--- config.mk ---
export PLATFORM = sky130hd
export DESIGN_NAME = lieat_exu_com_csrctrl
export DESIGN_NICKNAME = d
export VERILOG_FILES = /design/src/rtl/lieat_exu_com_csrctrl_pkg.sv /design/src/rtl/lieat_exu_com_csrctrl.sv
export SDC_FILE = /design/constraint.sdc
export NUM_CORES = 1
export LEC_CHECK = 0
export CAP_MARGIN = 20
export CORE_UTILIZATION = 40
export CTS_BUF_LIST = sky130_fd_sc_hd__clkbuf_8 sky130_fd_sc_hd__clkbuf_16
export DETAILED_ROUTE_END_ITERATION = 12
export PLACE_DENSITY = 0.84
export SLEW_MARGIN = 30
export SYNTH_ARGS = -nofsm -noshare
export SYNTH_HDL_FRONTEND = slang
export SYNTH_SLANG_ARGS = --single-unit
--- constraint.sdc ---
create_clock -name clock -period 2.8 [get_ports clock]
set_clock_uncertainty 0.1 [all_clocks]
set_input_delay 0.28 -clock clock [delete_from_list [all_inputs] [get_ports clock]]
set_output_delay 0.28 -clock clock [all_outputs]
set_load 0.05 [all_outputs]
--- src/rtl/lieat_exu_com_csrctrl_pkg.sv ---
// Shared constants for the commit-stage CSR sequencer: CSR addresses,
// mstatus field positions and the sequencer state encoding.
package lieat_exu_com_csrctrl_pkg;

  localparam logic [11:0] CSR_MSTATUS = 12'h300;
  localparam logic [11:0] CSR_MTVEC   = 12'h305;
  localparam logic [11:0] CSR_MEPC    = 12'h341;
  localparam logic [11:0] CSR_MCAUSE  = 12'h342;

  localparam int MIE_BIT  = 3;
  localparam int MPIE_BIT = 7;
  localparam int MPP_LO   = 11;
  localparam int MPP_HI   = 12;

  typedef enum logic [2:0] {
    S_IDLE    = 3'd0,
    S_T_EPC   = 3'd1,
    S_T_CAUSE = 3'd2,
    S_T_STAT  = 3'd3,
    S_T_VEC   = 3'd4,
    S_M_STAT  = 3'd5,
    S_M_EPC   = 3'd6
  } csr_state_e;

endpackage

--- src/rtl/lieat_exu_com_csrctrl.sv ---
// Arbitrates the single commit-stage CSR port between CSR instructions,
// trap entry and mret; trap/mret run as short RMW sequences ending in a redirect.
module lieat_exu_com_csrctrl
  import lieat_exu_com_csrctrl_pkg::*;
#(
  parameter int XLEN    = 32,
  parameter int CSR_IDX = 12
) (
  input  logic               clock,
  input  logic               rst_n,
  input  logic               ins_valid,
  output logic               ins_ready,
  input  logic               ins_write,
  input  logic [CSR_IDX-1:0] ins_idx,
  input  logic [XLEN-1:0]    ins_wdata,
  output logic [XLEN-1:0]    ins_rdata,
  input  logic               trap_valid,
  input  logic [XLEN-1:0]    trap_pc,
  input  logic [XLEN-1:0]    trap_cause,
  output logic               trap_ready,
  input  logic               mret_valid,
  output logic               mret_ready,
  output logic               redirect_valid,
  output logic [XLEN-1:0]    redirect_pc,
  output logic               csr_ena,
  output logic               csr_write,
  output logic [CSR_IDX-1:0] csr_idx,
  output logic [XLEN-1:0]    csr_wdata,
  input  logic [XLEN-1:0]    csr_rdata,
  output logic               busy
);

  csr_state_e      state, state_nxt;
  logic [XLEN-1:0] pc_q, cause_q;
  logic [XLEN-1:0] stat_trap, stat_mret;

  always_ff @(posedge clock or negedge rst_n) begin
    if (!rst_n) begin
      state   <= S_IDLE;
      pc_q    <= '0;
      cause_q <= '0;
    end else begin
      state <= state_nxt;
      if (state == S_IDLE && trap_valid) begin
        pc_q    <= trap_pc;
        cause_q <= trap_cause;
      end
    end
  end

  // mstatus images for trap entry and mret, formed from the live read data
  always_comb begin
    stat_trap                   = csr_rdata;
    stat_trap[MPIE_BIT]         = csr_rdata[MIE_BIT];
    stat_trap[MIE_BIT]          = 1'b0;
    stat_trap[MPP_HI:MPP_LO]    = 2'b11;
    stat_mret                   = csr_rdata;
    stat_mret[MIE_BIT]          = csr_rdata[MPIE_BIT];
    stat_mret[MPIE_BIT]         = 1'b1;
    stat_mret[MPP_HI:MPP_LO]    = 2'b11;
  end

  // Everything is forced quiet while rst_n is low so no port activity or
  // redirect can leak out of an aborted sequence.
  always_comb begin
    state_nxt      = state;
    ins_ready      = 1'b0;
    ins_rdata      = '0;
    trap_ready     = 1'b0;
    mret_ready     = 1'b0;
    redirect_valid = 1'b0;
    redirect_pc    = '0;
    csr_ena        = 1'b0;
    csr_write      = 1'b0;
    csr_idx        = '0;
    csr_wdata      = '0;
    busy           = 1'b0;
    if (rst_n) begin
      busy = (state != S_IDLE);
      case (state)
        S_IDLE: begin
          if (trap_valid) begin
            state_nxt = S_T_EPC;
          end else if (mret_valid) begin
            state_nxt = S_M_STAT;
          end else if (ins_valid) begin
            csr_ena   = 1'b1;
            csr_write = ins_write;
            csr_idx   = ins_idx;
            csr_wdata = ins_wdata;
            ins_rdata = csr_rdata;
            ins_ready = 1'b1;
          end
        end
        S_T_EPC: begin
          csr_ena   = 1'b1;
          csr_write = 1'b1;
          csr_idx   = CSR_IDX'(CSR_MEPC);
          csr_wdata = pc_q;
          state_nxt = S_T_CAUSE;
        end
        S_T_CAUSE: begin
          csr_ena   = 1'b1;
          csr_write = 1'b1;
          csr_idx   = CSR_IDX'(CSR_MCAUSE);
          csr_wdata = cause_q;
          state_nxt = S_T_STAT;
        end
        S_T_STAT: begin
          csr_ena   = 1'b1;
          csr_write = 1'b1;
          csr_idx   = CSR_IDX'(CSR_MSTATUS);
          csr_wdata = stat_trap;
          state_nxt = S_T_VEC;
        end
        S_T_VEC: begin
          csr_ena        = 1'b1;
          csr_idx        = CSR_IDX'(CSR_MTVEC);
          redirect_valid = 1'b1;
          redirect_pc    = {csr_rdata[XLEN-1:2], 2'b00};
          trap_ready     = 1'b1;
          state_nxt      = S_IDLE;
        end
        S_M_STAT: begin
          csr_ena   = 1'b1;
          csr_write = 1'b1;
          csr_idx   = CSR_IDX'(CSR_MSTATUS);
          csr_wdata = stat_mret;
          state_nxt = S_M_EPC;
        end
        S_M_EPC: begin
          csr_ena        = 1'b1;
          csr_idx        = CSR_IDX'(CSR_MEPC);
          redirect_valid = 1'b1;
          redirect_pc    = csr_rdata;
          mret_ready     = 1'b1;
          state_nxt      = S_IDLE;
        end
        default: state_nxt = S_IDLE;
      endcase
    end
  end

endmodule

; ---- After elaboration in Yosys (flattened, before gate mapping)
; Index checks and enable logic that the tools add are counted.
[classes]
n_eq_ne = 7
muxes = 39
n_reduce_logical = 9
[op_table]
columns = operator, count
row1 = $mux 32, 10
row2 = $pmux 32 s5, 1
row3 = $pmux 32 s2, 1
row4 = $pmux 12 s5, 1
row5 = $mux 12, 4
row6 = $mux 1, 17
row7 = $pmux 3 s5, 1
row8 = $eq 3x3->1 const B, 3
row9 = $eq 3x2->1 const B, 2
row10 = $mux 3, 2
row11 = $reduce_or 2->1, 3
row12 = $reduce_or 6->1, 1
row13 = $pmux 1 s2, 2
row14 = $reduce_or 4->1, 1
row15 = $eq 3x1->1 const B, 1
row16 = $logic_not 3->1, 1
row17 = $ne 3x3->1 const B, 1
row18 = $reduce_bool 3->1, 1
row19 = $reduce_and 2->1, 1
row20 = $logic_and 1x1->1, 1
[totals]
ff_bits = 67
in_bits = 146
out_inout_bits = 115
word_cells = 58

; ---- Longest topological paths before layout
[depth]
word_depth = 5
mapped_depth = 6

; ---- Worst setup path after synthesis
; OpenSTA, ideal clock, no wires.
[synth_timing]
path_type = register to output
startpoint = register state[0]
endpoint = output csr_idx[2]
arrival_time_ps = 2441
required_ps = 2420
setup_slack_ps = -21
stages_incl_launch_ff = 5
path_cell_list = dfrtp_1 > buf_4 > buf_2 > buf_2 > nor4_1
[synth_via]
elab_chain_cells = 4
word_cells_on_any_way = 11
classes_between = eq/ne: 6 / mux: 2 / reduce/logical: 3
[synth_lines]
columns = item, line
row1 = from (decl), lieat_exu_com_csrctrl.sv:33  ; csr_state_e state, state_nxt;
row2 = from (signal assigned), lieat_exu_com_csrctrl.sv:43  ; state <= state_nxt;
row3 = $eq 3x1->1 (tied with other cells), lieat_exu_com_csrctrl.sv:80  ; case (state)
row4 = $reduce_or 2->1 (no line), --
row5 = $pmux 12 s5 (*), lieat_exu_com_csrctrl.sv:80
row6 = $mux 12 (*), lieat_exu_com_csrctrl.sv:78  ; if (rst_n) begin
row7 = to (decl), lieat_exu_com_csrctrl.sv:27  ; output logic [CSR_IDX-1:0] csr_idx,
; Every way passes the cells marked *; elsewhere a longest branch is shown, timed or not.

; ---- Final worst setup path
[layout_timing]
startpoint = register state[1]
endpoint = output csr_wdata[17]
[layout_via]
elab_chain_cells = 3
word_cells_on_any_way = 7
classes_between = eq/ne: 4 / mux: 2 / reduce/logical: 1
[layout_lines]
columns = item, line
row1 = $eq 3x3->1 (tied with other cells), lieat_exu_com_csrctrl.sv:80
row2 = $pmux 32 s5 (*), lieat_exu_com_csrctrl.sv:80
row3 = $mux 32 (*), lieat_exu_com_csrctrl.sv:78
row4 = to (decl), lieat_exu_com_csrctrl.sv:28  ; output logic [XLEN-1:0] csr_wdata,
; Marked as above.

==> flow_summary.html <==
<table>
<tr><th>Metric</th><th>Value</th></tr>
<tr><th colspan="2">Status</th></tr>
<tr><td>Outcome</td><td>finished clean</td></tr>
<tr><th colspan="2">Worst setup path</th></tr>
<tr><td>Cells on worst reg2reg path</td><td>5</td></tr>
<tr><td>Arrival time reported for the critical path endpoint</td><td>between 2 and 2.5 ns</td></tr>
<tr><td>Biggest fanout along the worst timing path</td><td>29</td></tr>
<tr><td>Largest stage delay on the critical path</td><td>0.65 ns</td></tr>
<tr><td>Number of buffers and inverters on the critical path</td><td>2</td></tr>
<tr><td>Kind of critical path</td><td>reg -&gt; out</td></tr>
<tr><td>Slowest stage cell on the critical path</td><td>dfrtp_4</td></tr>
<tr><td>Family of cells with the greatest summed delay on the critical path</td><td>flip-flops</td></tr>
<tr><td>Crit. path cell count</td><td>5</td></tr>
<tr><td>Critical Path RT</td><td>roughly 2.4 ns</td></tr>
<tr><td>Nature of the critical path endpoint</td><td>output pin</td></tr>
<tr><td>Cells along the critical path</td><td>buf_4, mux2i_1, a211o_1, a21oi_1, buf_12</td></tr>
<tr><td>Startpoint Class</td><td>flop</td></tr>
<tr><th colspan="2">Pwr</th></tr>
<tr><td>Power density relative to cell area</td><td>around 960 nW/µm²</td></tr>
<tr><td>Post-layout power</td><td>roughly 8.3 mW</td></tr>
<tr><td>Highest ir drop seen on vdd</td><td>~0.57 mV</td></tr>
<tr><td>Switching part of the total power</td><td>43.8%</td></tr>
<tr><td>Power share of the combinational group</td><td>a little over three fifths</td></tr>
<tr><td>Portion of total power attributed to the clock network</td><td>about 14%</td></tr>
<tr><td>Internal portion of total power</td><td>4.68 mW</td></tr>
<tr><td>Reg power frac</td><td>a little under a quarter</td></tr>
<tr><td>Leak</td><td>3.53 nW</td></tr>
<tr><td>Switching Power</td><td>between 3 and 4 mW</td></tr>
<tr><th colspan="2">Clock tree</th></tr>
<tr><td>Clock latency of the later-clocked register in the worst-skew pair</td><td>between 0.3 and 0.4 ns</td></tr>
<tr><td>Clock-pin slew reported for the worst setup and hold paths after clock tree synthesis</td><td>about 0.060 ns</td></tr>
<tr><td>Clock buffer depth</td><td>2</td></tr>
<tr><td>Count of H-tree levels built during CTS</td><td>3</td></tr>
<tr><td>TritonCTS clock tree</td><td>yes</td></tr>
<tr><td>Clock sink count</td><td>67</td></tr>
<tr><td>CTS root buffer</td><td>clkbuf_16</td></tr>
<tr><td>Number of buffers inserted during clock tree synthesis</td><td>9</td></tr>
<tr><th colspan="2">Timing</th></tr>
<tr><td>Final cycle utilization of the critical path</td><td>a little over nine tenths</td></tr>
<tr><td>Max transition margin</td><td>~65%</td></tr>
<tr><td>Minimum period implied by the final worst setup slack</td><td>~2.6 ns</td></tr>
<tr><td>Setup violations, final</td><td>0</td></tr>
<tr><td>Final Max Tran Viols</td><td>0</td></tr>
<tr><td>RSZ-0062 raised after global routing</td><td>false</td></tr>
<tr><td>Total count of hold-check failures in the final report</td><td>0</td></tr>
<tr><td>Peak Freq</td><td>approximately 380 MHz</td></tr>
<tr><td>Worst hold slack across all endpoints</td><td>between 0.3 and 0.4 ns</td></tr>
<tr><td>Tightest Pin Transition</td><td>~0.53 ns</td></tr>
<tr><td>Aggregate negative setup slack</td><td>0 ns</td></tr>
<tr><th colspan="2">Global route</th></tr>
<tr><td>GR Overflow Total</td><td>0</td></tr>
<tr><td>Antenna violations before repair</td><td>0</td></tr>
<tr><td>Number of global-route vias before repair</td><td>around 5000</td></tr>
<tr><td>Largest net degree at the start of global routing</td><td>52</td></tr>
<tr><td>Total track usage</td><td>between 20 and 30%</td></tr>
<tr><td>Global-route wire length before repair</td><td>approximately 27000 µm</td></tr>
<tr><th colspan="2">Logic synthesis</th></tr>
<tr><td>Share of synthesized area occupied by flip-flops and latches</td><td>between 30% and 40%</td></tr>
<tr><td>Synth unique cells</td><td>37</td></tr>
<tr><td>Multiplexer fraction of the synthesized cell area</td><td>a little over a fifth</td></tr>
<tr><td>Post-Synth Simple-Gate Area</td><td>between 10% and 20%</td></tr>
<tr><td>Synth Area per Inst</td><td>approximately 10 µm²</td></tr>
<tr><td>Count of warnings emitted by yosys</td><td>0</td></tr>
<tr><td>Combinational family with the most area after synthesis</td><td>multiplexers</td></tr>
<tr><td>Adder and majority cell fraction of the synthesized area</td><td>0%</td></tr>
<tr><td>Number of nets in the synthesized netlist</td><td>around 600</td></tr>
<tr><td>Xor and xnor fraction of the mapped netlist area</td><td>0%</td></tr>
<tr><td>Cell count after synthesis</td><td>457</td></tr>
<tr><td>#FFs+latches synth</td><td>67</td></tr>
<tr><td>Synth Area in Compound Gates</td><td>between 20% and 30%</td></tr>
<tr><td>Post-synthesis instance area</td><td>~4600 µm²</td></tr>
<tr><th colspan="2">Finish</th></tr>
<tr><td>Area overhead of the layout relative to synthesis</td><td>88.3%</td></tr>
<tr><td>Post-layout net count</td><td>844</td></tr>
<tr><td>Most common cell after layout, fill and taps aside</td><td>clkdlybuf4s50_1</td></tr>
<tr><td>Fraction of final layout cells sized beyond drive strength 1</td><td>a little under a quarter</td></tr>
<tr><td>N_diodes</td><td>0</td></tr>
<tr><td>Top library cells by usage in the layout, fill and taps aside</td><td>clkdlybuf4s50_1 (144), buf_12 (113), a21oi_1 (70)</td></tr>
<tr><th colspan="2">Routing</th></tr>
<tr><td>Number of nets with antenna violations after routing</td><td>0</td></tr>
<tr><td>Via-per-instance ratio</td><td>roughly 5.7</td></tr>
<tr><td>Via total after detailed routing</td><td>about 4800</td></tr>
<tr><td>DRT Pass-1 Iters</td><td>4</td></tr>
<tr><td>Remaining design rule violation count</td><td>0</td></tr>
<tr><td>First DRT Iteration DRCs</td><td>~280</td></tr>
<tr><td>Routed Wire Length</td><td>approximately 18000 µm</td></tr>
<tr><td>Routed wirelength normalized by instance count</td><td>~21 µm</td></tr>
<tr><th colspan="2">Place</th></tr>
<tr><td>Total half-perimeter wirelength after legalization and detailed placement</td><td>around 13000 µm</td></tr>
<tr><td>Port buffer count</td><td>260</td></tr>
<tr><td>GP Congestion</td><td>between 0.8 and 0.9</td></tr>
<tr><th colspan="2">Floorplan</th></tr>
<tr><td>Die Span X</td><td>between 100 and 150 µm</td></tr>
<tr><td>Standard-cell row count</td><td>38</td></tr>
<tr><td>Area of the core region</td><td>around 11000 µm²</td></tr>
<tr><td>Total die area</td><td>approximately 12000 µm²</td></tr>
<tr><td>I/O pin count</td><td>~260</td></tr>
<tr><td>Initial standard-cell utilization of the core</td><td>41.9%</td></tr>
<tr><td>Vertical extent of the die</td><td>about 110 µm</td></tr>
<tr><th colspan="2">Job</th></tr>
<tr><td>Max cap viols</td><td>0</td></tr>
<tr><th colspan="2">Worst hold path</th></tr>
<tr><td>Cells on Worst Hold Path</td><td>1</td></tr>
<tr><td>Worst Hold Class</td><td>reg -&gt; reg</td></tr>
</table>
[worst paths after layout]
| path | from | endpoint | slack, ns |
|---|---|---|---|
| max in group asynchronous | rst_n | state[1] | 1.51 |
| max | state[1] | csr_wdata[17] | 0.15 |
| min in group asynchronous | rst_n | state[2] | 0.52 |
| min | pc_q[30] | pc_q[30] | 0.39 |
| max reg2reg | state[1] | pc_q[6] | 0.51 |
| min reg2reg | pc_q[30] | pc_q[30] | 0.39 |
[state kept, by name (all words and copies together) (netlist names)]
signal / count
pc_q: 32
cause_q: 32
state: 3
[area by class of cell]
| cell class | count | area [µm²] |
|---|---|---|
| fill | 677 | 2320 |
| sequential | 67 | 1690 |
| clock inverter | 4 | 47.5 |
| inverter | 3 | 11.3 |
| timing repair buffer | 281 | 3890 |
| multi-input combinational | 336 | 2630 |
| tap | 140 | 175 |
| clock buffer | 12 | 267 |
[synthesized netlist by cell type, drive strengths merged]
cell	number	area [µm²]
a21oi	70	350
and2	70	438
dfrtp	67	1680
mux2	65	732
buf	34	270
a211o	30	263
a32oi	29	254
mux2i	28	280
clkbuf	17	63.8
nand2	5	18.8
nand3	5	25.0
nor3	5	41.3
o21ai	5	28.8
and3	3	18.8
and3b	3	26.3
inv	3	11.3
nor2	3	11.3
nor4	2	12.5
o31ai	2	15.0
a22o	1	8.76
a22oi	1	7.51
a311oi	1	8.76
and2b	1	7.51
nor2b	1	6.26
nor3b	1	12.5
nor4b	1	8.76
o21bai	1	7.51
o22ai	1	6.26
or2	1	6.26
or3	1	6.26
[logic make-up (layout without fill, tap and decap cells)]
group / count (synthesis) / after routing
AO/OA/AOI/OAI: 141 / 141
buffers and inverters: 54 / 300
flip-flops: 67 / 67
multiplexers: 93 / 93
AND/OR/NAND/NOR: 102 / 102
[metrics by stage]
stage | utilization (%) | cells | setup slack [ns] | instance area (µm²)
6_report | 78.9 | 843 | 0.151 | 8710
5_1_grt | 78.9 | 843 | 0.0569 | 8710
4_1_cts | 78.9 | 843 | 0.00385 | 8700
3_5_place_dp | 75.7 | 824 | 0.296 | 8350
3_3_place_gp | 75.7 | 824 | 0.359 | 8350
2_1_floorplan | - | 457 | -0.00137 | 4630
[what timing repair did]
action / in CTS / in global routing
setup buffers: 1 / 0
hold endpoints to repair: 25 / 0
cloned: 0 / 0
hold buffers: 2 / 0
endpoints found under the setup margin: 1 / 16
resized for setup: 0 / 3
pin swaps: 1 / 0
[power by group through the flow]
stage	clock (mW)	combinational (mW)	sequential, mW
after floorplan	0	3.39	1.64
after global placement	0	5.10	1.84
after detailed placement	0	5.23	1.90
after CTS	1.17	5.28	1.88
after global routing	1.23	5.55	1.96
final	1.16	5.27	1.89
[metal layers]
metal / global-route usage (%) / up-vias / wire, µm
met3: 5.93 / 20 / 1300
li1: - / 2178 / -
met5: 0 / - / 0
met4: 8.86 / 0 / 268
met1: 35.4 / 2417 / 6720
met2: 54.2 / 215 / 9210
No activity file was read; power rests on OpenSTA's default activity.
